### config.mk
export PLATFORM = sky130hd
export DESIGN_NAME = rs_addsub
export DESIGN_NICKNAME = d
export VERILOG_FILES = /design/src/rtl/rs_pkg.sv /design/src/rtl/rs_addsub_select.sv /design/src/rtl/rs_addsub.sv
export SDC_FILE = /design/constraint.sdc
export NUM_CORES = 1
export LEC_CHECK = 0
export ABC_AREA = 1
export CAP_MARGIN = 20
export CORE_AREA = 10 10 139 173
export CTS_CLUSTER_DIAMETER = 100
export DETAILED_ROUTE_END_ITERATION = 8
export DIE_AREA = 0 0 149 183
export HOLD_SLACK_MARGIN = 0.06
export PLACE_DENSITY = 0.72
export REMOVE_ABC_BUFFERS = 1
export SYNTH_ARGS = -nofsm -noshare
export SYNTH_HDL_FRONTEND = slang
export SYNTH_SLANG_ARGS = --single-unit
### constraint.sdc
create_clock -name Clock -period 4.8 [get_ports Clock]
set_input_delay 0.96 -clock Clock [delete_from_list [all_inputs] [get_ports Clock]]
set_output_delay 0.96 -clock Clock [all_outputs]
set_load 0.1 [all_outputs]
### src/rtl/rs_pkg.sv
// Shared types and constants for the add/sub reservation station.
package rs_pkg;

    localparam int unsigned DATA_W  = 12;
    localparam int unsigned TAG_W   = 3;
    localparam int unsigned LABEL_W = 2;
    localparam int unsigned NUM_RS  = 3;
    localparam int unsigned OP_W    = 3;
    localparam int unsigned AGE_W   = 2;

    localparam logic [OP_W-1:0] OP_ADD = 3'b000;
    localparam logic [OP_W-1:0] OP_SUB = 3'b001;

    typedef enum logic {
        IDLE,
        EXEC
    } rs_state_e;

    // age: 0 = oldest busy entry; ages of busy entries are always distinct
    typedef struct packed {
        logic              busy;
        logic [OP_W-1:0]   op;
        logic [DATA_W-1:0] vj;
        logic [DATA_W-1:0] vk;
        logic [TAG_W-1:0]  qj;
        logic [TAG_W-1:0]  qk;
        logic              exec;
        logic [AGE_W-1:0]  age;
    } rs_entry_t;

    function automatic logic op_is_legal(input logic [OP_W-1:0] op);
        return (op == OP_ADD) || (op == OP_SUB);
    endfunction

endpackage

### src/rtl/rs_addsub_select.sv
// Oldest-ready picker: returns the ready entry with the smallest age.
module rs_addsub_select
    import rs_pkg::*;
(
    input  logic [NUM_RS-1:0]       ready_i,
    input  logic [NUM_RS*AGE_W-1:0] age_i,
    output logic [LABEL_W-1:0]      idx_o,
    output logic                    found_o
);

    logic [AGE_W-1:0]   best_age;
    logic [LABEL_W-1:0] best_idx;
    logic               found;

    always_comb begin
        best_age = '1;
        best_idx = '0;
        found    = 1'b0;
        for (int unsigned i = 0; i < NUM_RS; i++) begin
            if (ready_i[i] && (!found || (age_i[i*AGE_W +: AGE_W] < best_age))) begin
                found    = 1'b1;
                best_idx = LABEL_W'(i);
                best_age = age_i[i*AGE_W +: AGE_W];
            end
        end
        idx_o   = best_idx;
        found_o = found;
    end

endmodule

### src/rtl/rs_addsub.sv
// Three-entry reservation station feeding a single add/sub unit.
// Optional macro RS_ADDSUB_CDB_BYPASS_EN: capture a same-cycle CDB broadcast at issue.
module rs_addsub
    import rs_pkg::*;
#(
    parameter logic [TAG_W-1:0] TAG_BASE = 3'd1
) (
    input  logic               Clock,
    input  logic               Resetn,
    input  logic               issue_valid,
    output logic               issue_ready,
    input  logic [OP_W-1:0]    issue_op,
    input  logic [DATA_W-1:0]  issue_vj,
    input  logic [DATA_W-1:0]  issue_vk,
    input  logic [TAG_W-1:0]   issue_qj,
    input  logic [TAG_W-1:0]   issue_qk,
    output logic [TAG_W-1:0]   issue_tag,
    output logic               illegal_op,
    input  logic               cdb_valid,
    input  logic [TAG_W-1:0]   cdb_tag,
    input  logic [DATA_W-1:0]  cdb_data,
    output logic               fu_en,
    output logic [DATA_W-1:0]  fu_rx,
    output logic [DATA_W-1:0]  fu_ry,
    output logic [OP_W-1:0]    fu_op,
    output logic [LABEL_W-1:0] fu_label,
    input  logic               fu_done,
    input  logic [LABEL_W-1:0] fu_label_in,
    input  logic [DATA_W-1:0]  fu_out,
    output logic               result_valid,
    output logic [TAG_W-1:0]   result_tag,
    output logic [DATA_W-1:0]  result_data
);

    rs_entry_t [NUM_RS-1:0] ent_q, ent_d;
    rs_state_e              state_q, state_d;
    logic [LABEL_W-1:0]     exec_idx_q, exec_idx_d;
    logic [DATA_W-1:0]      fu_rx_q, fu_rx_d, fu_ry_q, fu_ry_d;
    logic [OP_W-1:0]        fu_op_q, fu_op_d;
    logic                   illegal_q, illegal_d;
    logic                   res_valid_q, res_valid_d;
    logic [TAG_W-1:0]       res_tag_q, res_tag_d;
    logic [DATA_W-1:0]      res_data_q, res_data_d;

    logic                   any_free;
    logic [LABEL_W-1:0]     free_idx;
    logic [AGE_W-1:0]       n_busy;
    logic [AGE_W-1:0]       alloc_age;
    logic                   xfer, alloc, complete, dispatch;
    logic [DATA_W-1:0]      new_vj, new_vk;
    logic [TAG_W-1:0]       new_qj, new_qk;
    logic [NUM_RS-1:0]      ready_vec;
    logic [NUM_RS*AGE_W-1:0] age_vec;
    logic [LABEL_W-1:0]     sel_idx;
    logic                   sel_found;

    always_comb begin
        any_free = 1'b0;
        free_idx = '0;
        n_busy   = '0;
        for (int unsigned i = NUM_RS; i > 0; i--) begin
            if (!ent_q[i-1].busy) begin
                any_free = 1'b1;
                free_idx = LABEL_W'(i-1);
            end
            n_busy = n_busy + AGE_W'(ent_q[i-1].busy);
        end
    end

    always_comb begin
        new_vj = issue_vj;
        new_vk = issue_vk;
        new_qj = issue_qj;
        new_qk = issue_qk;
`ifdef RS_ADDSUB_CDB_BYPASS_EN
        issue_ready = any_free;
        if (cdb_valid && (issue_qj != '0) && (issue_qj == cdb_tag)) begin
            new_vj = cdb_data;
            new_qj = '0;
        end
        if (cdb_valid && (issue_qk != '0) && (issue_qk == cdb_tag)) begin
            new_vk = cdb_data;
            new_qk = '0;
        end
`else
        issue_ready = any_free && !cdb_valid;
`endif
    end

    assign xfer      = issue_valid && issue_ready;
    assign alloc     = xfer && op_is_legal(issue_op);
    assign illegal_d = xfer && !op_is_legal(issue_op);
    assign issue_tag = alloc ? (TAG_BASE + TAG_W'(free_idx)) : '0;
    assign complete  = (state_q == EXEC) && fu_done && (fu_label_in == exec_idx_q);
    assign alloc_age = n_busy - AGE_W'(complete);

    // A fully-resolved issue joins the ready set in its allocation cycle so an
    // idle unit can start on it immediately; it is always the youngest.
    always_comb begin
        for (int unsigned i = 0; i < NUM_RS; i++) begin
            ready_vec[i] = ent_q[i].busy && !ent_q[i].exec &&
                           (ent_q[i].qj == '0) && (ent_q[i].qk == '0);
            age_vec[i*AGE_W +: AGE_W] = ent_q[i].age;
            if (alloc && (free_idx == LABEL_W'(i)) && (new_qj == '0) && (new_qk == '0)) begin
                ready_vec[i] = 1'b1;
                age_vec[i*AGE_W +: AGE_W] = alloc_age;
            end
        end
    end

    rs_addsub_select u_select (
        .ready_i (ready_vec),
        .age_i   (age_vec),
        .idx_o   (sel_idx),
        .found_o (sel_found)
    );

    assign dispatch = (state_q == IDLE) && !res_valid_q && sel_found;

    always_comb begin
        ent_d = ent_q;
        for (int unsigned i = 0; i < NUM_RS; i++) begin
            if (ent_q[i].busy && cdb_valid) begin
                if ((ent_q[i].qj != '0) && (ent_q[i].qj == cdb_tag)) begin
                    ent_d[i].vj = cdb_data;
                    ent_d[i].qj = '0;
                end
                if ((ent_q[i].qk != '0) && (ent_q[i].qk == cdb_tag)) begin
                    ent_d[i].vk = cdb_data;
                    ent_d[i].qk = '0;
                end
            end
            if (complete && (exec_idx_q == LABEL_W'(i))) begin
                ent_d[i] = '0;
            end else if (complete && ent_q[i].busy && (ent_q[i].age > ent_q[exec_idx_q].age)) begin
                ent_d[i].age = ent_q[i].age - 1'b1;
            end
            if (alloc && (free_idx == LABEL_W'(i))) begin
                ent_d[i].busy = 1'b1;
                ent_d[i].op   = issue_op;
                ent_d[i].vj   = new_vj;
                ent_d[i].vk   = new_vk;
                ent_d[i].qj   = new_qj;
                ent_d[i].qk   = new_qk;
                ent_d[i].exec = 1'b0;
                ent_d[i].age  = alloc_age;
            end
            if (dispatch && (sel_idx == LABEL_W'(i))) begin
                ent_d[i].exec = 1'b1;
            end
        end
    end

    always_comb begin
        state_d     = state_q;
        exec_idx_d  = exec_idx_q;
        fu_rx_d     = fu_rx_q;
        fu_ry_d     = fu_ry_q;
        fu_op_d     = fu_op_q;
        res_valid_d = 1'b0;
        res_tag_d   = '0;
        res_data_d  = '0;
        case (state_q)
            IDLE: begin
                if (dispatch) begin
                    state_d    = EXEC;
                    exec_idx_d = sel_idx;
                    fu_rx_d    = ent_d[sel_idx].vj;
                    fu_ry_d    = ent_d[sel_idx].vk;
                    fu_op_d    = ent_d[sel_idx].op;
                end
            end
            EXEC: begin
                if (complete) begin
                    state_d     = IDLE;
                    res_valid_d = 1'b1;
                    res_tag_d   = TAG_BASE + TAG_W'(exec_idx_q);
                    res_data_d  = fu_out;
                end
            end
            default: state_d = IDLE;
        endcase
    end

    always_ff @(posedge Clock or negedge Resetn) begin
        if (!Resetn) begin
            ent_q       <= '0;
            state_q     <= IDLE;
            exec_idx_q  <= '0;
            fu_rx_q     <= '0;
            fu_ry_q     <= '0;
            fu_op_q     <= '0;
            illegal_q   <= 1'b0;
            res_valid_q <= 1'b0;
            res_tag_q   <= '0;
            res_data_q  <= '0;
        end else begin
            ent_q       <= ent_d;
            state_q     <= state_d;
            exec_idx_q  <= exec_idx_d;
            fu_rx_q     <= fu_rx_d;
            fu_ry_q     <= fu_ry_d;
            fu_op_q     <= fu_op_d;
            illegal_q   <= illegal_d;
            res_valid_q <= res_valid_d;
            res_tag_q   <= res_tag_d;
            res_data_q  <= res_data_d;
        end
    end

    assign fu_en        = (state_q == EXEC);
    assign fu_rx        = fu_rx_q;
    assign fu_ry        = fu_ry_q;
    assign fu_op        = fu_op_q;
    assign fu_label     = exec_idx_q;
    assign illegal_op   = illegal_q;
    assign result_valid = res_valid_q;
    assign result_tag   = res_tag_q;
    assign result_data  = res_data_q;

endmodule
==> results of run 1 <==
power by group through the flow:
stage                     clock network [uW]  logic (uW)  registers, uW
after global routing                    1530        3600           2160
after CTS                               1470        3300           2110
final                                   1450        3310           2110
after detailed placement                   0        3280           2140
after floorplan                            0        1540           2850
after global placement                     0        3220           2120
layer usage:
| layer | track usage | up-vias |
|---|---|---|
| met5 | 0 | - |
| met4 | 0.0688 | 0 |
| met3 | 0.0387 | 41 |
| met2 | 0.306 | 241 |
| met1 | 0.217 | 3442 |
| li1 | - | 3330 |
registers in the layout, indices dropped and copies added, names as in the netlist:
register      count
result_tag        3
ent_q           111
fu_ry            12
fu_label          2
fu_op             3
fu_en             1
result_valid      1
fu_rx            12
illegal_op        1
result_data      12
cells by family (layout without fill, tap and decap cells):
logic type / count (synthesis) / after routing / synth area share
buffers and inverters: 142 / 283 / 0.0734
adders and majority gates: 15 / 15 / 0.0241
DFF: 158 / 158 / 0.488
AOI/OAI and AO/OA: 131 / 131 / 0.104
other: 1 / 1 / 0.000463
and+or+nand+nor: 387 / 387 / 0.222
xor gates and xnor gates: 12 / 12 / 0.0130
muxes: 60 / 60 / 0.0742
synthesized netlist by cell type, types with 5 or more instances:
cell type / count
buf_2: 14
a21oi_1: 6
ha_1: 14
inv_1: 89
o22ai_1: 84
nor3_1: 5
nand4_1: 23
xor2_1: 8
clkbuf_1: 23
mux2i_1: 60
nand3b_1: 17
nor2_1: 107
dfrtp_1: 158
nand3_1: 40
o32ai_1: 13
o21ai_0: 17
buf_4: 5
nand2_1: 169
stage by stage:
stage,util,hold slack [ns]
final,0.500,0.485
after global routing,0.500,0.507
after CTS,0.500,0.489
after detailed placement,0.469,0.477
after global placement,0.469,0.475
after floorplan,-,0.465
area by class of cell:
type	count	area (sq um)
repair buffers	156	1480
inverters	95	359
fillers	1965	10300
flip-flops and latches	158	3950
clock inverters	12	183
well taps	274	343
multi-input cells	606	3560
clock buffers	20	447
worst min-delay path by stage:
stage                               startpoint  cells past startpoint                   end  slack, ns
final                      ent_q[34]$_DFF_PN0_                      2   ent_q[34]$_DFF_PN0_       0.49
after CTS                  ent_q[72]$_DFF_PN0_                      2   ent_q[72]$_DFF_PN0_       0.49
after detailed placement  ent_q[108]$_DFF_PN0_                      2  ent_q[108]$_DFF_PN0_       0.48
after floorplan            ent_q[34]$_DFF_PN0_                      2   ent_q[34]$_DFF_PN0_       0.46
after global placement    ent_q[109]$_DFF_PN0_                      2  ent_q[109]$_DFF_PN0_       0.48
after global routing      ent_q[108]$_DFF_PN0_                      2  ent_q[108]$_DFF_PN0_       0.51
worst max-delay path: stages:
cell             delay, ns
clkdlybuf4s50_1       0.43
or2_2                 0.30
o211ai_1              0.11
nor2_1                0.09
ha_1                  0.29
fa_1                  0.37
xor2_1                0.18
o21ai_0               0.28
ha_1                  0.28
nand2_1               0.06
nand2_1               0.05
nand2_2               0.08
nand2_4               0.05
nand2_1               0.05
o21ai_0               0.08
ha_1                  0.29
nand2_2               0.06
nand2_4               0.09
nand2_8               0.06
nand2_8               0.15
nand2_4               0.09
nor2_8                0.26
nand2_1               0.09
nand3b_1              0.10
==> impl_metrics.tcl, run 1 <==
set metrics [dict create \
    endpoint "fu_rx[6]$_DFFE_PN0P_" \
    grt_pass1_vias 7274 \
    grt_setup_unrepaired "false" \
    switchingPower_uw 3110 \
    synth_flop_cell "dfrtp_1" \
    power_frac_clock 0.211 \
    power_uw 6870 \
    synth_cells 906 \
    p_comb_frac 0.481 \
    worstPathRequired_ns 5.17 \
    fin_crit_ns 4.51 \
    cp-startpoint "fu_label_in[0]" \
    p_int_uw 3760 \
    synth_top_area_share 0.488 \
    status "finished, final reports clean" \
    die_area_sq_um 27300 \
    synth_async_sr_flop_share 1.00 \
    switching_share 0.452 \
    drtIter0Drc 497 \
    core_sq_um 20700 \
    synthTopCellsByArea "dfrtp_1, nand2_1, mux2i_1" \
    drive_gt1_frac 0.0984 \
    root_buffer "clkbuf_16" \
    min_period_over_period 0.940 \
    layout_commonest_cell "nand2_1" \
    vias_per_cell 5.34 \
    clk_pin_slew_ns 0.06 \
    p_leak_uw 0.00522 \
    synth_area_per_cell_sq_um 8.94 \
    placed_area_sq_um 9700 \
    hpwl_microns 16700 \
    r2r_start "fu_label[1]$_DFFE_PN0P_" \
    gp_congestion 0.936 \
    route.met2.wl_microns 12300 \
    cts_setup_buffers 0 \
    final.setup_skew_ns 0.00698 \
    clkLatencyLatePin_ns 0.43 \
    fmax_ghz 0.222 \
    worstMarginPinSlew_ns 1.00 \
    ys_warn_count 0 \
    chipWidth_microns 149 \
    ys_seq_area_frac 0.488 \
    hp-class "flop to flop" \
    initial_utilization 0.392 \
    fin_ws_ns 0.289 \
    dr_wl_met3_microns 1560 \
    cp-start-kind "input pin" \
    vias 7054 \
    cts_htree_levels 4 \
    slew_viol_final 0 \
    area_growth_pct 27.5 \
    regToRegEndpoint "fu_rx[6]$_DFFE_PN0P_" \
    endpoint_kind "flop" \
    gr-usage-all-layers 0.180 \
    synth_top_area_cell "dfrtp_1" \
    peakVddDrop_v 0.000324 \
    layout_common_cells "nand2_1, dfrtp_1, clkdlybuf4s50_1" \
    cts.sinks 158 \
    grt_start_max_net_pins 97 \
    fin_cells 1321 \
    numPlacedInstances 1289 \
    cts_hold_buf 0 \
    ys_seq_elements 158 \
    grt_overflow 0 \
    num_rows 59 \
    rrSetupSlack_ns 0.71 \
    crit_type "input pin to flop" \
    io_buffer_count 116 \
    cts_tree "done" \
    seqPwrFrac 0.307 \
    fin_tns_setup_ns 0 \
    finalHoldViolations 0 \
    wl_microns 24300 \
    fin_area_sq_um 10300 \
    dr.pass1.iters 5 \
    reg2reg_depth 23 \
    cts_resized 0 \
    antenna_found_initial 0 \
    maxCapViolations 0 \
    final_net_count 1116 \
    wl_per_cell_microns 18.4 \
    relSlewSlack 0.329 \
    syn_area_sq_um 8100 \
    crit_arrival_ns 4.88 \
    synth.distinct_cells 48 \
    pre_cts_ws_ns -0.110 \
    insertedDiodeCount 0 \
    cts-buffers-inserted 17 \
    antenna_left 0 \
    highest_layer "met4" \
    grt_pass1_wl_microns 39100 \
    synth-edff-count 0 \
    powerDensity_nw_per_um2 665 \
    clockBufferDepth 2 \
    setup_violations 0 \
    num_io_pins 118 \
    die_h_microns 183 \
    worst-path-max-fanout 19 \
    drt-met1-wl_microns 9980 \
    remaining_drc_errors 0 \
]
Note: power is estimated with default switching activity, not from simulation.
==> run 2, diff against run 1 <==
Settings changed: CTS_BUF_LIST set to sky130_fd_sc_hd__clkbuf_4 sky130_fd_sc_hd__clkbuf_8, SLEW_MARGIN set to 25.
==> run 2 against run 1 <==
Sequential share of layout area is 0.69 points higher; register-to-register slack hardly changed; hold slack better by 0.0031 ns; clock skew is 0.0039 ns higher.
==> impl_metrics.tcl, run 2 (same netlist as run 1, synthesis figures left out) <==
set metrics [dict create \
    regToRegEndpoint "fu_rx[6]$_DFFE_PN0P_" \
    power_uw 6530 \
    gr-usage-all-layers 0.179 \
    peakVddDrop_v 0.000300 \
    wl_microns 24300 \
    antenna_found_initial 0 \
    io_buffer_count 116 \
    reg2reg_depth 23 \
    chipWidth_microns 149 \
    min_period_over_period 0.931 \
    cts_setup_buffers 0 \
    grt_pass1_vias 7226 \
    die_h_microns 183 \
    root_buffer "clkbuf_8" \
    maxCapViolations 0 \
    clockBufferDepth 2 \
    insertedDiodeCount 0 \
    top_register "ent_q" \
    worstMarginPinSlew_ns 1.01 \
    hpwl_microns 16700 \
    final_net_count 1116 \
    relSlewSlack 0.327 \
    rrSetupSlack_ns 0.70 \
    cts_hold_buf 0 \
    clk_pin_slew_ns 0.08 \
    die_area_sq_um 27300 \
    worstPathRequired_ns 5.20 \
    hp-class "flop to flop" \
    dr.pass1.iters 6 \
    final.setup_skew_ns 0.0109 \
    crit_type "input pin to flop" \
    hold_start "ent_q[34]$_DFF_PN0_" \
    clkLatencyLatePin_ns 0.47 \
    cts.sinks 158 \
    crit_arrival_ns 4.87 \
    cp-start-kind "input pin" \
    num_io_pins 118 \
    grt_setup_unrepaired "false" \
    holdPathEnd "ent_q[34]$_DFF_PN0_" \
    fin_ws_ns 0.330 \
    grt_start_max_net_pins 97 \
    area_growth_pct 25.3 \
    cts_tree "done" \
    fin_tns_setup_ns 0 \
    p_leak_uw 0.00514 \
    cts-buffers-inserted 17 \
    fin_cells 1321 \
    grt_overflow 0 \
    setup_violations 0 \
    vias 7045 \
    worst-path-max-fanout 19 \
    wl_per_cell_microns 18.4 \
    powerDensity_nw_per_um2 644 \
    slew_viol_final 0 \
    num_rows 59 \
    cts_htree_levels 4 \
    pre_cts_ws_ns -0.110 \
    fmax_ghz 0.224 \
    r2r_start "fu_label[1]$_DFFE_PN0P_" \
    gp_congestion 0.936 \
    largest_reg_flops 111 \
    vias_per_cell 5.33 \
    drtIter0Drc 520 \
    holdPathStages 2 \
    fin_crit_ns 4.47 \
    remaining_drc_errors 0 \
    utilization 0.491 \
    core_sq_um 20700 \
    numPlacedInstances 1289 \
    endpoint_kind "flop" \
    cts_resized 0 \
    finalHoldViolations 0 \
    drive_gt1_frac 0.100 \
    initial_utilization 0.392 \
    grt_pass1_wl_microns 39000 \
    layout_commonest_cell "nand2_1" \
    status "finished, final reports clean" \
    layout_common_cells "nand2_1, dfrtp_1, clkdlybuf4s50_1" \
    nFillCells 1986 \
    antenna_left 0 \
]
==> run 2: cell types whose count changed in the layout (fill, tap and decap cells not counted) <==
cell / delta
clkbuf_16: -17
clkbuf_8: +17
clkbuf_1: -2
clkbuf_4: +2
==> run 2: power by group <==
group	switching [uW]	internal [uW]	total, uW
Clock	519	598	1120
Sequential	282	1830	2110
Combinational	2260	1040	3300
Total	3060	3470	6530
==> run 2: worst max path at each step <==
stage                                 start                   end  slack (ns)  cells after the start
finish                       fu_label_in[0]  fu_rx[6]$_DFFE_PN0P_        0.33                     24
global route                 fu_label_in[0]  fu_rx[3]$_DFFE_PN0P_        0.07                     24
CTS                          fu_label_in[0]  fu_rx[6]$_DFFE_PN0P_        0.37                     24
floorplan           fu_label[0]$_DFFE_PN0P_  fu_op[0]$_DFFE_PN0P_       -0.18                     24
detailed placement           fu_label_in[0]  fu_rx[6]$_DFFE_PN0P_       -0.11                     24
global placement             fu_label_in[0]  fu_ry[2]$_DFFE_PN0P_      -0.003                     25
==> run 2: layout make-up <==
type	count	area [sq um]	area share
Clock buffer	20	263	0.0259
Multi-Input combinational cell	606	3560	0.351
Timing Repair Buffer	156	1480	0.146
Tap cell	274	343	0.0338
Clock inverter	12	183	0.0180
Inverter	95	359	0.0354
Sequential cell	158	3950	0.390
==> run 2: critical path: stages <==
cell and delay [ns]:
clkdlybuf4s50_1 0.43, or2_2 0.30, o211ai_1 0.11, nor2_1 0.09, ha_1 0.29, fa_1 0.38, xor2_1 0.24, o21ai_0 0.18
ha_1 0.32, nand2_1 0.06, nand2_1 0.05, nand2_2 0.08, nand2_4 0.06, nand2_1 0.05, o21ai_0 0.08, ha_1 0.29
nand2_2 0.07, nand2_4 0.09, nand2_8 0.06, nand2_8 0.15, nand2_4 0.09, nor2_8 0.26, nand2_1 0.09, nand3b_1 0.10
==> run 2: stage by stage <==
step / area (sq um) / hold slack [ns]
after global routing: 10100 / 0.512
after global placement: 9700 / 0.475
final: 10100 / 0.488
after detailed placement: 9700 / 0.477
after floorplan: 7860 / 0.465
after CTS: 10100 / 0.490
==> run 2: routing by layer <==
metal  vias to the layer above  part of all wire  track usage
met1                      3455              0.41        0.218
met2                       234              0.51        0.305
met5                         -                 0            0
met3                        36             0.060       0.0345
li1                       3320                 -            -
met4                         0             0.019       0.0661
